### config.mk
export PLATFORM = sky130hd
export DESIGN_NAME = qam_adc_rx_frontend
export DESIGN_NICKNAME = d
export VERILOG_FILES = /design/src/rtl/qam_adc_rx_frontend.sv
export SDC_FILE = /design/constraint.sdc
export NUM_CORES = 1
export LEC_CHECK = 0
export ABC_AREA = 1
export BUFFER_PORTS_ARGS = -buffer_cell sky130_fd_sc_hd__buf_2
export CAP_MARGIN = 20
export CORE_MARGIN = 2
export CORE_UTILIZATION = 52
export CTS_BUF_LIST = sky130_fd_sc_hd__clkbuf_2
export DETAILED_ROUTE_END_ITERATION = 8
export PLACE_DENSITY = 0.89
export RECOVER_POWER = 25
export SYNTH_ARGS = -nofsm -noshare
export SYNTH_HDL_FRONTEND = slang
export SYNTH_SLANG_ARGS = --single-unit
### constraint.sdc
create_clock -name sys_clk -period 2.16 [get_ports sys_clk]
set_input_delay 0.216 -clock sys_clk [delete_from_list [all_inputs] [get_ports sys_clk]]
set_output_delay 0.216 -clock sys_clk [all_outputs]
set_load 0.02 [all_outputs]
### src/rtl/qam_adc_rx_frontend.sv
`default_nettype none
// ============================================================================
// qam_adc_rx_frontend : QAM16 ADC pair check, offset-binary to signed, signal detect
// Revision 1.0
// ============================================================================
module qam_adc_rx_frontend #(
    parameter int THRESH   = 1024,
    parameter int WIN_LEN  = 256,
    parameter int MIN_HITS = 64,
    parameter int ERR_MAX  = 8
) (
    input  logic        sys_clk,
    input  logic        Rst,
    input  logic        en,
    input  logic [13:0] adc_a,
    input  logic [13:0] adc_b,
    output logic [29:0] dout,
    output logic        dout_valid,
    output logic        locked,
    output logic        fault,
    output logic [15:0] err_cnt
);

    localparam int WIN_W = $clog2(WIN_LEN);
    localparam int HIT_W = $clog2(WIN_LEN + 1);
    localparam int ERR_W = $clog2(ERR_MAX + 1);

    localparam logic [13:0]      THRESH_U  = 14'(THRESH);
    localparam logic [WIN_W-1:0] WIN_LAST  = WIN_W'(WIN_LEN - 1);
    localparam logic [HIT_W-1:0] MIN_HITSU = HIT_W'(MIN_HITS);
    localparam logic [ERR_W-1:0] ERR_MAXU  = ERR_W'(ERR_MAX);

    localparam logic [1:0] ST_IDLE   = 2'd0;
    localparam logic [1:0] ST_SEARCH = 2'd1;
    localparam logic [1:0] ST_LOCKED = 2'd2;
    localparam logic [1:0] ST_FAULT  = 2'd3;

    logic [13:0]      a1, b1;
    logic             v1, v2;
    logic             ok2;
    logic [13:0]      s2;
    logic [1:0]       state;
    logic [WIN_W-1:0] win_cnt;
    logic [HIT_W-1:0] hit_cnt;
    logic [ERR_W-1:0] consec_err;

    logic [13:0]      mag;
    logic             hit;
    logic             bad;
    logic             win_end;
    logic [HIT_W-1:0] hits_total;
    logic [ERR_W-1:0] consec_inc;

    // Negating -8192 wraps back to 14'h2000, which read unsigned is exactly 8192.
    assign mag        = s2[13] ? (~s2 + 14'd1) : s2;
    assign hit        = ok2 && (mag >= THRESH_U);
    assign bad        = v2 && !ok2;
    assign win_end    = (win_cnt == WIN_LAST);
    assign hits_total = hit_cnt + HIT_W'(hit);
    assign consec_inc = consec_err + ERR_W'(1);

    assign locked = (state == ST_LOCKED);
    assign fault  = (state == ST_FAULT);

    always_ff @(posedge sys_clk or negedge Rst) begin
        if (!Rst) begin
            a1         <= '0;
            b1         <= '0;
            v1         <= 1'b0;
            v2         <= 1'b0;
            ok2        <= 1'b0;
            s2         <= '0;
            dout       <= '0;
            dout_valid <= 1'b0;
            err_cnt    <= '0;
            state      <= ST_IDLE;
            win_cnt    <= '0;
            hit_cnt    <= '0;
            consec_err <= '0;
        end else begin
            a1  <= adc_a;
            b1  <= adc_b;
            v1  <= 1'b1;
            v2  <= v1;
            ok2 <= v1 && (b1 == ~a1);
            s2  <= {~a1[13], a1[12:0]};

            dout       <= ok2 ? {{9{s2[13]}}, s2, 7'b0} : 30'd0;
            dout_valid <= ok2 & en;

            if (bad && (err_cnt != 16'hFFFF)) begin
                err_cnt <= err_cnt + 16'd1;
            end

            if (!en) begin
                state      <= ST_IDLE;
                win_cnt    <= '0;
                hit_cnt    <= '0;
                consec_err <= '0;
            end else begin
                case (state)
                    ST_IDLE: state <= ST_SEARCH;
                    ST_SEARCH, ST_LOCKED: begin
                        if (v2) begin
                            // A fault outranks any window decision on the same sample.
                            if (!ok2 && (consec_inc >= ERR_MAXU)) begin
                                state      <= ST_FAULT;
                                win_cnt    <= '0;
                                hit_cnt    <= '0;
                                consec_err <= '0;
                            end else begin
                                consec_err <= ok2 ? '0 : consec_inc;
                                if (win_end) begin
                                    win_cnt <= '0;
                                    hit_cnt <= '0;
                                    if ((state == ST_SEARCH) && (hits_total >= MIN_HITSU)) begin
                                        state <= ST_LOCKED;
                                    end else if ((state == ST_LOCKED) && (hits_total < MIN_HITSU)) begin
                                        state <= ST_SEARCH;
                                    end
                                end else begin
                                    win_cnt <= win_cnt + WIN_W'(1);
                                    hit_cnt <= hits_total;
                                end
                            end
                        end
                    end
                    default: state <= state;
                endcase
            end
        end
    end

endmodule
`default_nettype wire

==> reports/summary.md <==
The flow ran to the end, but the final reports show violations. The checks that failed: negative setup slack. The area growth from synthesis to layout is 22.0%. The half-perimeter wire length of the detailed placement result was 6170 um; the average instance area after synthesis was 10.2 um^2.

Synthesis produced a netlist whose cell count is 409. The sequential fraction of the synthesis area is 59.4%. met2 is the most crowded layer.

The most numerous cell type found on the critical path is sky130_fd_sc_hd__nand2_1. The tools report the type of element capturing the critical path as a flip-flop. The die is 93.5 um tall. The tools report the number of standard cells in the final layout excluding fillers as 623. The global-route track usage on met1 is 28.5%, and the data arrival time of the critical path is 2.90 ns. In the final design database the tool counted 556 nets. The most common cell in the netlist was sky130_fd_sc_hd__dfrtp_1.

Entering global routing, the biggest net connects 51 pins. Setup repair after global routing could not meet its margin everywhere. The maximum resistive drop on vdd is 893 uV.

The nature of the critical path startpoint was a flip-flop. After detailed routing, the number of remaining DRC violations is 0. The final antenna-violating net count was 0. The first global-routing pass estimated 16100 um of wire. In this run the cell area of the synthesized design comes to 0.00417 mm^2. Fmax: 421 MHz. The count of vias placed by the detailed router came out at 3226. After the first detailed-routing iteration, the DRC count stood at 229. The critical path's largest stage delay was 0.48 ns; the per-cell via count in the routed design was 5.18. Cells with a size suffix above 1 make up 23.4% of the layout. In this run the deepest clock path goes through 2 buffers. For the total count of hold-check failures in the final report, the log shows 0. The aggregate global routing overflow is 0. The initial antenna violation count is 0, and the number of clock buffers inserted by TritonCTS is 9. The proportion of synthesized flip-flops having asynchronous set or reset was 100%; the clock latency of the later-clocked register in the worst-skew pair was 0.59 ns. Counting flops and latches in the post-synthesis netlist gives 99. The initialized floorplan defines 32 standard-cell rows. The last weighted congestion value of the routability-driven placer came out at 0.828.

In the final routed layout, each cell accounts on average for 15.9 um. Headroom to the max-slew limit came out at 16.4%. The worst hold path passes through 5 cells.

Yosys mapped a number of flops with a built-in enable equal to 0. Among all flip-flop cells after synthesis, the most frequent one is sky130_fd_sc_hd__dfrtp_1. Global routing consumed, over all layers together, 24.1% of the routing resources. For this run, the number of Yosys warnings is 0. Power spread over the standard cell area amounts to 765 mW/mm^2. In this run the count of I/O pins placed on the die edge is 80. Global routing used 4.59% of the available met3 tracks. After detailed placement, the design holds a cell count of 574.

CTS built an H-tree with a depth of 3. For this design the static power due to leakage is 2.61 nW. In this run the tool buffered the top-level ports with 72 buffer cells.

The core region area was 0.00773 mm^2; the largest driver fanout on the critical path was 4. The register clock-pin slew on the reported worst setup and hold paths was 0.34 ns; the met2 global-route usage was 42.7%. Ranked by total cell area, the synthesized netlist is headed by sky130_fd_sc_hd__dfrtp_1 59%, sky130_fd_sc_hd__nand2_1 7.3%, sky130_fd_sc_hd__inv_1 4.2%.

After routing, the total negative slack on setup checks comes to -0.428 ns. Walking the worst path, the cells encountered are nor4_2 > a31oi_1 > nor3_2 > ha_2 > ha_4 > nand2_4 > nor2_4 > nand2_2 > nand2_1 > nand2_1 > inv_2 > nand3_2 > nand2_2 > nand4_4 > nand3_2 > nand2_1 > nand2_1. The number of max-capacitance violations reported was 0; the chip width was 93.5 um. The biggest area contributor in the post-synthesis netlist is sky130_fd_sc_hd__dfrtp_1. The actual transition at the worst max-transition pin works out to 1.25 ns. For the worst flop-to-flop path, the logic depth is 17. The cell sitting at the root of the clock tree is a sky130_fd_sc_hd__clkbuf_2.

The worst endpoint required time is 2.68 ns. Before antenna repair, the detailed router went through 4 iterations. In this run, distinct cell masters in the synthesized netlist total 37.

The via count of the first global-routing pass was 3327. Of the available clock period, the critical path in the final layout requires 110%. The tree built by TritonCTS fans out to 99 sinks. The area of the die was 0.00875 mm^2. Setup violations remaining at the end of the flow were counted as 2. Slowest cell on the critical path: sky130_fd_sc_hd__dfrtp_1.

The run gives -0.214 ns as the final critical-path setup slack. Worst hold path class: input port to flip-flop. For the effective utilization at floorplan, the log shows 53.9%. Sorting the synthesized cells by how often they occur yields 99 x sky130_fd_sc_hd__dfrtp_1, 81 x sky130_fd_sc_hd__nand2_1, 47 x sky130_fd_sc_hd__inv_1. The antenna diode count is 0. Startpoint-to-endpoint class of the critical path: flip-flop to flip-flop.

The final critical delay including setup and external delays was 2.37 ns; the total detailed-routing wirelength was 9890 um. The area share of the largest cell type after synthesis works out to 59.4%. TritonCTS built the clock tree. The run gives 0 as the final count of pins violating max slew. The clock arrives with 0.0587 ns of skew.
## sequential cells by signal (all words and copies together), names as in the netlist
| signal | cells |
|---|---|
| state | 2 |
| v2 | 1 |
| dout | 14 |
| a1 | 14 |
| s2 | 14 |
| consec_err | 4 |
| win_cnt | 8 |
| b1 | 14 |
| dout_valid | 1 |
| v1 | 1 |
| hit_cnt | 9 |
| err_cnt | 16 |
| ok2 | 1 |
## per-layer routing
| metal | up-vias | part of all wire (%) |
|---|---|---|
| li1 | 1496 | - |
| met1 | 1562 | 37 |
| met2 | 139 | 54 |
| met3 | 29 | 5.1 |
| met4 | 0 | 3.0 |
| met5 | - | 0 |
## critical path: cells and delay by family, from the launching register on
| family | cells | cell delay, ns |
|---|---|---|
| AOI/OAI and AO/OA | 1 | 0.13 |
| adders and majority gates | 2 | 0.41 |
| buffers and inverters | 1 | 0.07 |
| DFF | 1 | 0.48 |
| and+or+nand+nor | 13 | 1.22 |
## path summary, 6_finish.rpt
kind | startpoint | to | slack (ns)
setup / recovery | s2[6] | state[0] | -0.21
hold / removal | en | state[0] | 0.06
setup reg to reg | s2[6] | state[0] | -0.21
hold reg to reg | a1[9] | s2[9] | 0.44
max in group asynchronous | Rst | win_cnt[6] | 0.83
min in group asynchronous | Rst | dout[9] | 0.37
## placed cells by master (no fill, tap or decap), drive strengths merged, types with 2 or more instances in the layout
master and count:
ha 9, nand3 17, inv 57, nand3b 2
nand2 83, conb 8, dfrtp 99, xnor2 6
clkinv 3, nor3 14, a211oi 2, o21ai 14
xor2 19, o22ai 8, nor2 29, a22oi 2
buf 78, clkbuf 13, dlygate4sd3 30, nand4 9
nor4 7, a21oi 7
## where the power goes
part / internal (mW) / switching [mW]
clock: 0.208 / 0.737
sequential: 2.01 / 0.170
combinational: 0.280 / 0.486
## per-stage QoR
stage	hold slack (ns)	total power, mW	area (um^2)	setup WS, ns	utilization [%]
final	0.0621	3.89	5090	-0.214	65.8
after global placement	0.264	2.82	4580	-0.101	59.3
after global routing	0.0529	4.08	5090	-0.440	65.8
after detailed placement	0.284	2.88	4580	-0.286	59.3
after CTS	0.0398	3.83	5070	-0.290	65.6
after floorplan	-0.0796	2.63	4190	0.0518	-
## cell families after synthesis
group | Yosys count | synth area share (%)
other cells | 2 | 0.180
flops | 99 | 59.4
buf+inv | 75 | 8.77
simple gates | 162 | 18.2
xor+xnor | 25 | 5.25
fa+ha+maj | 9 | 2.70
compound gates | 37 | 5.43
## area by class of cell
type | instances | area, um^2
Tap cell | 102 | 128
Sequential cell | 99 | 2480
Clock buffer | 9 | 45.0
Clock inverter | 7 | 83.8
Inverter | 53 | 199
Multi-Input combinational cell | 241 | 1410
Timing Repair Buffer | 112 | 744
Fill cell | 526 | 2640
## what timing repair did
item,in CTS,in global routing
setup endpoints to repair,3,10
pin swaps,9,8
gates resized for setup,9,4
hold buffers,30,0
endpoints found under the hold margin,77,0
setup buffers,2,1
Power figures use the tool's default switching activity.
